## src/rtl/out_port_fifo_if.sv

```systemverilog
// Bundle for the CPU OUT-port FIFO. The write strobe comes from the control unit.
// The head-of-queue handshake and the status signals go to the external consumer.
interface out_port_fifo_if #(
  parameter int WIDTH = 16,
  parameter int DEPTH = 8
);
  localparam int CW = $clog2(DEPTH) + 1;

  logic             out_valid;
  logic [WIDTH-1:0] out_data;
  logic             ext_valid;
  logic [WIDTH-1:0] ext_data;
  logic             ext_ready;
  logic [CW-1:0]    count;
  logic             full;
  logic             empty;
  logic             ovf;
  logic             ovf_clr;

  // The environment side: the control unit writes and the consumer drains.
  modport master (
    output out_valid, out_data, ext_ready, ovf_clr,
    input  ext_valid, ext_data, count, full, empty, ovf
  );

  // The FIFO side.
  modport slave (
    input  out_valid, out_data, ext_ready, ovf_clr,
    output ext_valid, ext_data, count, full, empty, ovf
  );
endinterface

```

## src/rtl/out_port_fifo.sv

```systemverilog
// First-word-fall-through FIFO that sits between the CPU OUT instruction and an external consumer.
// Define OUT_PORT_OVF_EN to build the sticky overflow flag (ovf/ovf_clr).
module out_port_fifo #(
  parameter int WIDTH = 16,
  parameter int DEPTH = 8
) (
  input  logic         clk,
  input  logic         rst_n,
  out_port_fifo_if.slave bus
);
  localparam int AW = $clog2(DEPTH);
  localparam int CW = AW + 1;

  logic [WIDTH-1:0] mem [DEPTH];
  logic [AW-1:0]    wr_ptr;
  logic [AW-1:0]    rd_ptr;
  logic [CW-1:0]    count_q;
  logic             full;
  logic             empty;
  logic             push;
  logic             pop;

  assign full  = (count_q == CW'(DEPTH));
  assign empty = (count_q == '0);

  // The control unit cannot be stalled. A word that arrives while the FIFO is full is
  // accepted only if the head leaves in the same cycle.
  assign pop  = !empty && bus.ext_ready;
  assign push = bus.out_valid && (!full || pop);

  always_ff @(posedge clk) begin
    if (!rst_n) begin
      wr_ptr  <= '0;
      rd_ptr  <= '0;
      count_q <= '0;
    end else begin
      // NOTE: sequential state uses non-blocking assignments so that every update in this block reads pre-edge values.
      if (push) wr_ptr <= wr_ptr + 1'b1;
      if (pop)  rd_ptr <= rd_ptr + 1'b1;
      case ({push, pop})
        2'b10:   count_q <= count_q + 1'b1;
        2'b01:   count_q <= count_q - 1'b1;
        default: count_q <= count_q;
      endcase
    end
  end

  // NOTE: the storage array has no reset. Emptying the pointers and the count discards the entries.
  always_ff @(posedge clk) begin
    if (rst_n && push) mem[wr_ptr] <= bus.out_data;
  end

  // The head word is taken straight from registered state. A push into an empty FIFO
  // becomes visible one cycle later.
  assign bus.ext_valid = !empty;
  assign bus.ext_data  = mem[rd_ptr];
  assign bus.count     = count_q;
  assign bus.full      = full;
  assign bus.empty     = empty;

`ifdef OUT_PORT_OVF_EN
  logic ovf_q;
  logic drop;

  // A dropped word wins over a simultaneous clear, so that no overflow event goes unreported.
  assign drop = bus.out_valid && full && !pop;

  always_ff @(posedge clk) begin
    if (!rst_n)            ovf_q <= 1'b0;
    else if (drop)         ovf_q <= 1'b1;
    else if (bus.ovf_clr)  ovf_q <= 1'b0;
  end

  assign bus.ovf = ovf_q;
`else
  logic unused_ovf_clr;
  assign unused_ovf_clr = bus.ovf_clr;
  assign bus.ovf        = 1'b0;
`endif
endmodule

```

## src/flat_wrapper.sv

```systemverilog
// flat-port wrapper written by rule: the top's interface ports become plain ports
module out_port_fifo_flat 
#(
  parameter int WIDTH = 16,
  parameter int DEPTH = 8
)
  (clk, rst_n, bus_out_valid, bus_out_data, bus_ext_ready, bus_ovf_clr, bus_ext_valid, bus_ext_data, bus_count, bus_full, bus_empty, bus_ovf);
  out_port_fifo_if #(.WIDTH(WIDTH), .DEPTH(DEPTH)) bus_i ();
  input  logic clk;
  input  logic rst_n;
  input wire logic [$bits(bus_i.out_valid)-1:0] bus_out_valid;
  input wire logic [$bits(bus_i.out_data)-1:0] bus_out_data;
  input wire logic [$bits(bus_i.ext_ready)-1:0] bus_ext_ready;
  input wire logic [$bits(bus_i.ovf_clr)-1:0] bus_ovf_clr;
  output wire logic [$bits(bus_i.ext_valid)-1:0] bus_ext_valid;
  output wire logic [$bits(bus_i.ext_data)-1:0] bus_ext_data;
  output wire logic [$bits(bus_i.count)-1:0] bus_count;
  output wire logic [$bits(bus_i.full)-1:0] bus_full;
  output wire logic [$bits(bus_i.empty)-1:0] bus_empty;
  output wire logic [$bits(bus_i.ovf)-1:0] bus_ovf;
  assign bus_i.out_valid = bus_out_valid;
  assign bus_i.out_data = bus_out_data;
  assign bus_i.ext_ready = bus_ext_ready;
  assign bus_i.ovf_clr = bus_ovf_clr;
  assign bus_ext_valid = bus_i.ext_valid;
  assign bus_ext_data = bus_i.ext_data;
  assign bus_count = bus_i.count;
  assign bus_full = bus_i.full;
  assign bus_empty = bus_i.empty;
  assign bus_ovf = bus_i.ovf;
  out_port_fifo #(.WIDTH(WIDTH), .DEPTH(DEPTH)) u_core (.clk(clk), .rst_n(rst_n), .bus(bus_i));
endmodule
```

## config.mk

```make
export PLATFORM = sky130hd
export DESIGN_NAME = out_port_fifo_flat
export DESIGN_NICKNAME = d
export VERILOG_FILES = /design/src/rtl/out_port_fifo_if.sv /design/src/rtl/out_port_fifo.sv /design/src/flat_wrapper.sv
export SDC_FILE = /design/constraint.sdc
export NUM_CORES = 1
export LEC_CHECK = 0
export CAP_MARGIN = 0
export CORE_MARGIN = 5
export CORE_UTILIZATION = 38
export DETAILED_ROUTE_END_ITERATION = 8
export SKIP_CTS_REPAIR_TIMING = 1
export SLEW_MARGIN = 20
export SYNTH_ARGS = -nofsm -noshare
export SYNTH_HDL_FRONTEND = slang
export SYNTH_SLANG_ARGS = --single-unit
```

## constraint.sdc

```tcl
create_clock -name clk -period 6.87 [get_ports clk]
set_input_delay 0.687 -clock clk [delete_from_list [all_inputs] [get_ports clk]]
set_output_delay 0.687 -clock clk [all_outputs]
set_load 0.01 [all_outputs]
```

* Word-level counts from Yosys, hierarchy flattened
Memory sizes are Yosys's and may differ from the RTL's. A register that Yosys moved wholly into a read port is not among the register bits. Cells that the tools add are included.
Word-level totals: memory bits (read-only) 0, flip-flop bits (word level) 10, bits in latches 0, word-level logic and storage cells 24, memories 1, bits in writable memories 128, input bits 21
Cells by class: reductions and logical operators 8, multipliers 0, mux-type cells 5, magnitude comparators 0, shift operators 0, equal/unequal tests 3, $add $sub $neg 4, div/mod/pow operators 0, bitwise gates (word level) 0
Memories:
- u_core.mem | depth 8, bits a word 16, rd ports 1, clocked after memory_dff 1, wr ports 1, line out_port_fifo.sv:14 | logic [WIDTH-1:0] mem [DEPTH];
Operators with widths (count):
- one-hot mux 4 bit (2 select lines) | 1
- adder 3 x 1 -> 3 bit, second input constant | 2
- 2-to-1 mux 3 bit | 2
- adder 4 x 1 -> 4 bit, second input constant | 1
- == test 4 bit, second input constant | 1
- logical NOT 4 bit | 1
- subtractor 4 x 1 -> 4 bit, second input constant | 1
- logical AND 1 bit | 3
- == test 2 x 1 -> 1 bit, second input constant | 1
- == test 2 bit, second input constant | 1
- logical NOT 1 bit | 2
- 2-to-1 mux 1 bit | 2
- nonzero test 2 bit | 1
- logical OR 1 bit | 1

* Logic depth before layout (Yosys ltp)
depth in word-level cells 8, depth in mapped cells 10

* Least setup slack after synthesis
OpenSTA, ideal clock, no wires.
path kind input-to-reg, start input port bus_ext_ready, end memory u_core.mem[0][0] (enable), library setup time 0.430 ns, path slack 4.050 ns, stages 2, arrival time 2.390 ns, cell sequence o21ai_4 nor4_1
Between the ends: word-level cells in the longest chain between the ends 6
Ends and longest elaborated chain:
- start, declared | line flat_wrapper.sv:13 | input wire logic [$bits(bus_i.ext_ready)-1:0] bus_ext_ready;
- logical AND 1 bit | line out_port_fifo.sv:28 | assign pop = !empty && bus.ext_ready;
- logical OR 1 bit | line out_port_fifo.sv:29 | assign push = bus.out_valid && (!full || pop);
- logical AND 1 bit | line out_port_fifo.sv:29
- logical AND 1 bit | line out_port_fifo.sv:50 | if (rst_n && push) mem[wr_ptr] <= bus.out_data;
- 2-to-1 mux 1 bit | line out_port_fifo.sv:50
- 2-to-1 mux 1 bit (not written as such) | line out_port_fifo.sv:50
- end, declared | line out_port_fifo.sv:14
Every way passes these cells.

==> impl_metrics.csv <==
group,metric,value,unit
outcome,outcome,"complete, no violations",
worst_setup_path,cp.arrival,2.66,ns
power,internal-power,1.76,mW
power,power_density,338,mW/mm^2
cells_and_area,num-nets-final,351,
cells_and_area,final.fill_count,1182,
sta,tns,0,ns
synthesis,syn_inst,266,
sta,final_max_slew_viol_count,0,
place,routabilityCongestion,0.702,
place,hpwl,5730,um
floorplanning,dieArea,0.0170,sq mm
sta,fmax,0.299,GHz
global_routing,antenna_found_initial,0,
floorplanning,num_rows,44,
synthesis,yosys.area_share.adder,1.50,%
global_routing,grt_usage,13.3,%
synthesis,synth_compound_area_share,1.38,%
cells_and_area,final_util,47.3,%
global_routing,grt_max_degree,33,
global_routing,grt_pass1_wl,16200,um
synthesis,netlist_area,0.00552,sq mm
cells_and_area,antenna_cells,0,
sta,slew_headroom,34.0,%
synthesis,synth.net_count,293,
sta,worst_pin_slew,0.989,ns
power,seqPwrFrac,42.8,%
route,vias,2654,
floorplanning,start_util,38.4,%
synthesis,synth_mux_area_share,16.7,%
synthesis,yosysSeqAreaShare,74.4,%
power,p_switching,0.542,mW
floorplanning,ioPinCount,45,
synthesis,synth_area_per_cell,20.7,sq um
clock_network,htree_levels,4,
floorplanning,die_w,131,um
sta,finalCritPeriodShare,48.7,%
route,drc_errors,0,
place,dp.cells,489,
synthesis,ys_ff_latch,141,
power,switching_share,23.6,%
sta,rsz0062_at_grt,"false",
synthesis,synth.distinct_cells,33,
synthesis,synthSimpleGateAreaFrac,3.36,%
clock_network,worst_skew_pair.late_latency,0.42,ns
sta,fin_crit,3.34,ns
power,leakage,2.19,nW
worst_setup_path,path_class,"register to output pin",
hold_path,hold_class,"register to register",
clock_network,cts_num_sinks,141,
power,p_comb_share,17.4,%
global_routing,grt_pass1_vias,2977,
route,drt-total-wl,10000,um
flow_run,cap_violations,0,
power,power_frac_clock,39.7,%
sta,hold_viol,0,
route,drt.antenna.violating_nets,0,
worst_setup_path,start_kind,"register",
clock_network,cts.clk_slew.worst_paths,0.05,ns
clock_network,clk_path_buf_depth,2,
route,drt-pass1-iter-count,5,
worst_setup_path,path_max_fanout,32,
place,port_buffers,42,
sta,finalClockSkew,0.00766,ns
cells_and_area,layout-drive-gt1-share,29.4,%
clock_network,cts_buffers,17,
synthesis,synth_top_family_by_area,"multiplexers",
worst_setup_path,endpoint_kind,"output pin",
clock_network,cts_tree,"built",
route,vias_per_cell,5.09,
cells_and_area,layout.cells.non_filler,521,
synthesis,yosysWarnings,0,
synthesis,synth-xor-area-share,0.794,%
worst_setup_path,required,6.18,ns
global_routing,grt-ovfl-total,0,
power,irDropWorstVdd,0.000261,V
cells_and_area,syn2layout_area_growth,23.2,%
floorplanning,fp.dieH,131,um
floorplanning,core,0.0144,sq mm
sta,setup_violations,0,
clock_network,cts-root-buf,"clkbuf_16",
route,first_iter_violations,119,
route,wl_per_cell,19.3,um
-- worst max-delay path, stage by stage (launching register included) --
cell,delay (ns)
dfxtp_2,0.31
buf_4,0.54
mux4_2,0.60
mux2_2,0.29
clkdlybuf4s50_1,0.49
-- sequential cells by signal (all words and copies together) (netlist names), named ones only --
name              count
u_core.bus.count      4
u_core.mem          128
u_core.rd_ptr         3
u_core.wr_ptr         3
-- cell families (layout without fill, tap and decap cells) --
group,after synthesis,in the layout
flops,141,141
simple gates,34,34
buf+inv,19,90
compound gates,10,10
mux,50,50
fa+ha+maj,6,6
other cells,1,1
xor+xnor,5,5
-- Yosys cell counts, drive strengths merged --
master / instances / area share [%]
or4b: 1 / 0.25
nand2: 8 / 0.59
nor3: 4 / 0.36
clkbuf: 3 / 0.20
a21o: 1 / 0.14
dfxtp: 13 / 4.7
nand2b: 2 / 0.23
or4: 1 / 0.14
nor2: 3 / 0.20
fa: 1 / 0.36
buf: 10 / 1.2
mux2: 16 / 3.3
a21oi: 1 / 0.091
a21boi: 1 / 0.14
nand3: 5 / 0.45
xnor2: 4 / 0.63
and2: 7 / 0.79
edfxtp: 128 / 70
inv: 6 / 0.41
o21ai: 5 / 0.66
o211ai: 2 / 0.36
mux4: 32 / 13
ha: 5 / 1.1
conb: 1 / 0.068
mux2i: 2 / 0.36
xor2: 1 / 0.16
nor4: 3 / 0.34
-- power groups by stage --
stage | Sequential, mW | Combinational, mW | Clock, mW
6_report | 0.986 | 0.401 | 0.914
5_1_grt | 0.990 | 0.446 | 0.969
4_1_cts | 0.986 | 0.413 | 0.932
3_5_place_dp | 1.00 | 0.410 | 0
3_3_place_gp | 1.00 | 0.403 | 0
2_1_floorplan | 1.00 | 0.257 | 0
-- path summary, 6_finish.rpt --
check	to	from	cells past startpoint	slack (ns)
setup / recovery	bus_ext_data[4]	register	4	3.53
hold / removal	u_core.bus.count[3]	u_core.bus.count[3]	2	0.50
setup reg to reg	u_core.bus.count[3]	u_core.bus.count[0]	8	4.20
hold reg to reg	u_core.bus.count[3]	u_core.bus.count[3]	2	0.50
-- cell type report --
type                            count  area, sq um  share of cell area [%]
Multi-Input combinational cell    106         1350                    19.9
Timing Repair Buffer               52          495                    7.29
Tap cell                          184          230                    3.39
Sequential cell                   141         4110                    60.4
Clock inverter                     14          166                    2.45
Clock buffer                       18          429                    6.31
Inverter                            6         22.5                   0.331
-- cells in the final DEF (no fill, tap or decap), drive strengths merged --
cell type,netlist,final
fa,1,1
edfxtp,128,128
and2,7,7
clkinvlp,0,2
buf,10,10
clkbuf,3,18
mux2,16,16
nand2,8,8
xnor2,4,4
nor2,3,3
nor4,3,3
nand3,5,5
clkinv,0,7
xor2,1,1
mux2i,2,2
a21oi,1,1
inv,6,8
a21boi,1,1
nand2b,2,2
conb,1,1
o211ai,2,2
or4b,1,1
ha,5,5
a21o,1,1
o21ai,5,5
or4,1,1
bufinv,0,3
clkdlybuf4s50,0,42
nor3,4,4
dfxtp,13,13
mux4,32,32
-- metrics by stage --
stage	cell area (sq um)	power (mW)	hold slack, ns	setup WS, ns
4_1_cts	6800	2.33	0.513	3.45
6_report	6800	2.30	0.501	3.53
5_1_grt	6800	2.41	0.534	3.34
2_1_floorplan	5520	1.26	0.467	4.05
3_3_place_gp	6200	1.41	0.485	3.81
3_5_place_dp	6200	1.41	0.501	3.76
-- routing by layer --
metal  global-route usage, %  wire length, um  part of all wire [%]
met5                       0                0                     0
met4                    6.35              215                   2.1
met3                    4.27              517                   5.1
met2                    20.6             4780                    48
met1                    17.0             4540                    45
Power figures use the tool's default switching activity.
==> variant 1, RTL diff (config.mk and constraints unchanged) <==
Build with the macro `OUT_PORT_OVF_EN` defined.
--- a/src/rtl/out_port_fifo.sv
+++ b/src/rtl/out_port_fifo.sv
@@ -1,5 +1,7 @@
 // First-word-fall-through FIFO that sits between the CPU OUT instruction and an external consumer.
 // Define OUT_PORT_OVF_EN to build the sticky overflow flag (ovf/ovf_clr).
+`define OUT_PORT_OVF_EN
+
 module out_port_fifo #(
   parameter int WIDTH = 16,
   parameter int DEPTH = 8
Function: same outputs for any inputs over 4 cycles, from zero or initial values and one cycle with rst_n low; that may be too few to reach the edited logic, so the function may still have changed.
==> variant 1 against the original RTL <==
  * Sequential cell count up 1
  * Clock power up 14%
  * Final area up 2.0%
  * Worst setup slack better by 0.020 ns
  * Area after synthesis up 0.82%
  * Largest cell class unchanged
  * Total power up 8.8%
  * Fmax up 0.60%
  * Routed wire length about the same
  * Highest routed layer unchanged
  * Count of clock-buffer cells in the layout up 2
  * Largest power group is now the clock network
  * Critical path type unchanged
==> variant 1: results <==
group,metric,value,unit
layout,nets,355,
routing,wl_per_cell,19.09,um
layout,diodes,0,
grt,grtUsageTotal,12.77,%
setup_path,worstReg2RegStart,"u_core.bus.count[1]",
synth,synth-xor-area-share,0.9447,%
synth,synth_fp_nets,299,
layout,nFillCells,1219,
synth,synth_ff_type,"edfxtp_1",
cts,insertion_delay,0.41,ns
setup_path,critPathArrivalTime,2.64,ns
cts,clockBufferDepth,2,
routing,drt_first_pass_iters,4,
setup_path,reg2regPathDepth,9,
placed_design,place.gp.congestion,0.6996,
placed_design,dp.cells,494,
grt,grt_pass1_wl,15450,um
placed_design,port_buffers,44,
synth,yosysWarnings,0,
setup_path,rrSetupSlack,4.15,ns
synth,seq_area_frac_synth,74.13,%
cts,h-tree-depth,4,
layout,layout-drive-gt1-share,28.07,%
routing,first_iter_violations,175,
synth,synth_area_leaders,"edfxtp_1 (69%), mux4_2 (13%), dfxtp_1 (5.0%), mux2_2 (3.2%), ha_1 (1.1%)",
placed_design,dp_hpwl,5756,um
layout,fin_cells,526,
pwr,ir_worst_vdd,0.2239,mV
timing,clock_skew,0.009240,ns
grt,first_global_vias,2787,
timing,whs,0.4958,ns
hold_path,min-delay-start,"u_core.bus.count[3]",
layout,largest_register_ffs,128,
pwr,total_leakage_power,2.223,nW
synth,synth_compound_area_share,1.687,%
run_status,outcome,"complete, no violations",
synth,postSynthAreaPerCell,20.38,sq um
routing,via_per_inst,5.089,
synth,ys_types,33,
timing,tightestPinTransition,0.9735,ns
grt,grt_max_degree,33,
synth,yosys-mux-area-fraction,16.55,%
synth,synthAdderAreaFrac,1.125,%
synth,netlist_top_cells_count,"edfxtp_1 (128), mux4_2 (32), mux2_2 (16)",
setup_path,r2r_end,"u_core.bus.count[2]",
[variant 1: cell count changes after synthesis, sizes merged, moves of 2 or more]
cell,before,now
nor2b,0,4
buf,10,8
inv,6,3
and2,7,5
clkbuf,3,9
[variant 1: cell families after synthesis]
kind of cell / Yosys count
xor+xnor: 6
flops: 142
simple gates: 37
buf+inv: 20
mux: 50
compound gates: 13
fa+ha+maj: 5
[variant 1: worst max path at each step]
stage                             start                   to  slack (ns)  cells after the start
after detailed placement          rst_n    u_core.mem[2][12]        3.82                      4
final                              flop     bus_ext_data[15]        3.55                      4
after floorplan                   rst_n     u_core.mem[0][0]        3.84                      3
after global placement    bus_ext_ready  u_core.bus.count[2]        3.88                      9
after CTS                          flop     bus_ext_data[15]        3.45                      4
after global routing               flop     bus_ext_data[15]        3.36                      4
[variant 1: where the power goes]
| group | switching, mW | total, mW | internal (mW) |
|---|---|---|---|
| registers | 0.0262 | 1.00 | 0.974 |
| clock network | 0.326 | 1.04 | 0.715 |
| logic | 0.200 | 0.462 | 0.262 |
| total | 0.551 | 2.50 | 1.95 |
[variant 1: area by class of cell]
| cell class | instances | area (sq um) | share of cell area (%) |
|---|---|---|---|
| well taps | 184 | 230.2 | 3.318 |
| repair buffers | 54 | 515.5 | 7.429 |
| flip-flops and latches | 142 | 4125 | 59.45 |
| inverters | 3 | 11.26 | 0.1623 |
| clock inverters | 12 | 239.0 | 3.444 |
| clock buffers | 20 | 436.7 | 6.293 |
| multi-input cells | 111 | 1381 | 19.91 |
[variant 1: stage by stage]
| step | utilization (%) | worst slack [ns] | instance area (sq um) |
|---|---|---|---|
| global placement | 43.42 | 3.885 | 6264 |
| finish | 48.11 | 3.548 | 6939 |
| CTS | 48.11 | 3.447 | 6939 |
| global route | 48.11 | 3.365 | 6939 |
| floorplan | - | 3.842 | 5563 |
| detailed placement | 43.42 | 3.818 | 6264 |
[variant 1: critical path, cell delays in order (launching register included)]
cell	delay (ns)
dfxtp_2	0.31
buf_4	0.51
mux4_2	0.60
mux2_2	0.31
clkdlybuf4s50_1	0.49
[variant 1: layer usage]
| layer | wire (um) | vias up | global-route usage (%) |
|---|---|---|---|
| li1 | - | 1218 | - |
| met1 | 4600 | 1368 | 16.62 |
| met2 | 4720 | 74 | 19.65 |
| met3 | 505 | 17 | 3.659 |
| met4 | 214 | 0 | 6.352 |
| met5 | 0 | - | 0 |
==> variant 2, RTL diff (same flow settings) <==
Without the edit above. `DEPTH` is set to 8 in 3 places; all go to 4.
--- a/src/rtl/out_port_fifo_if.sv
+++ b/src/rtl/out_port_fifo_if.sv
@@ -2,7 +2,7 @@
 // The head-of-queue handshake and the status signals go to the external consumer.
 interface out_port_fifo_if #(
   parameter int WIDTH = 16,
-  parameter int DEPTH = 8
+  parameter int DEPTH = 4
 );
   localparam int CW = $clog2(DEPTH) + 1;
 
--- a/src/rtl/out_port_fifo.sv
+++ b/src/rtl/out_port_fifo.sv
@@ -2,7 +2,7 @@
 // Define OUT_PORT_OVF_EN to build the sticky overflow flag (ovf/ovf_clr).
 module out_port_fifo #(
   parameter int WIDTH = 16,
-  parameter int DEPTH = 8
+  parameter int DEPTH = 4
 ) (
   input  logic         clk,
   input  logic         rst_n,
--- a/src/flat_wrapper.sv
+++ b/src/flat_wrapper.sv
@@ -2,7 +2,7 @@
 module out_port_fifo_flat 
 #(
   parameter int WIDTH = 16,
-  parameter int DEPTH = 8
+  parameter int DEPTH = 4
 )
   (clk, rst_n, bus_out_valid, bus_out_data, bus_ext_ready, bus_ovf_clr, bus_ext_valid, bus_ext_data, bus_count, bus_full, bus_empty, bus_ovf);
   out_port_fifo_if #(.WIDTH(WIDTH), .DEPTH(DEPTH)) bus_i ();
Interface: changed (resized bus_count); port bits go from 45 to 44. The function was not compared with the original's and may differ.
==> variant 2 against the original RTL <==
  * Global-route usage fell by 2.1 points
  * Routed wire length fell by 51%
  * Worst setup slack improved by 0.55 ns
  * Via count fell by 44%
  * Final area fell by 46%
  * Largest power group unchanged
  * Clock power fell by 60%
  * Synthesized cell count fell by 40%
  * Non-clock buffer count fell by 6
  * Area after synthesis fell by 47%
  * Total power fell by 55%
  * Sequential cell count fell by 68
  * Sequential share of layout area fell by 2.9 points
==> variant 2: results <==
group,metric,value,unit
timing,whs,0.5304,ns
setup_path,critPathArrivalTime,2.11,ns
pwr,intPower,0.7896,mW
placed_design,place.gp.congestion,0.7404,
run_status,outcome,"complete, no violations",
routing,drt_first_pass_iters,4,
placed_design,pre_cts_ws,3.823,ns
cts,insertion_delay,0.34,ns
setup_path,rrSetupSlack,4.75,ns
routing,m1WireLength,2271,um
setup_path,worstReg2RegStart,"u_core.bus.count[2]",
pwr,total_leakage_power,1.194,nW
synth,synth_fp_nets,185,
setup_path,slowest_delay,0.84,ns
routing,first_iter_violations,60,
layout,nets,232,
setup_path,slowest_stage,"dfxtp_1",
placed_design,port_buffers,41,
pwr,power.share.clock,36.1,%
placed_design,dp.cells,297,
grt,use_met1,14.02,%
cts,clock-root-buffer,"clkbuf_8",
routing,wl_per_cell,15.88,um
setup_path,reg2regPathDepth,6,
grt,grt_max_degree,17,
synth,netlist_top_cells_count,"edfxtp_1 (64), mux4_2 (13), inv_1 (11)",
layout,largest_register_ffs,64,
pwr,ir_worst_vdd,0.09475,mV
synth,postSynthAreaPerCell,18.50,sq um
synth,yosys-mux-area-fraction,12.63,%
routing,via_per_inst,4.741,
placed_design,dp_hpwl,3262,um
## variant 2: worst max-delay path by stage
stage | depth (start not counted) | slack [ns] | to
after global placement | 5 | 3.89 | u_core.mem[2][8]
after global routing | 2 | 3.95 | bus_ext_data[12]
after floorplan | 7 | 4.76 | u_core.bus.count[1]
final | 2 | 4.07 | bus_ext_data[5]
after detailed placement | 5 | 3.82 | u_core.mem[2][4]
after CTS | 2 | 4.01 | bus_ext_data[13]
## variant 2: final cells by class
class,count,area [sq um],share of cell area [%]
flip-flops and latches,73,2102,57.48
multi-input cells,65,713.2,19.50
repair buffers,46,447.9,12.25
well taps,102,127.6,3.490
clock buffers,9,123.9,3.387
clock inverters,7,101.3,2.771
inverters,11,41.29,1.129
## variant 2: through the flow
stage	utilization, %	cell area (sq um)
4_1_cts	47.82	3657
6_report	47.82	3657
3_3_place_gp	44.88	3432
3_5_place_dp	44.88	3432
2_1_floorplan	-	2942
5_1_grt	47.82	3657
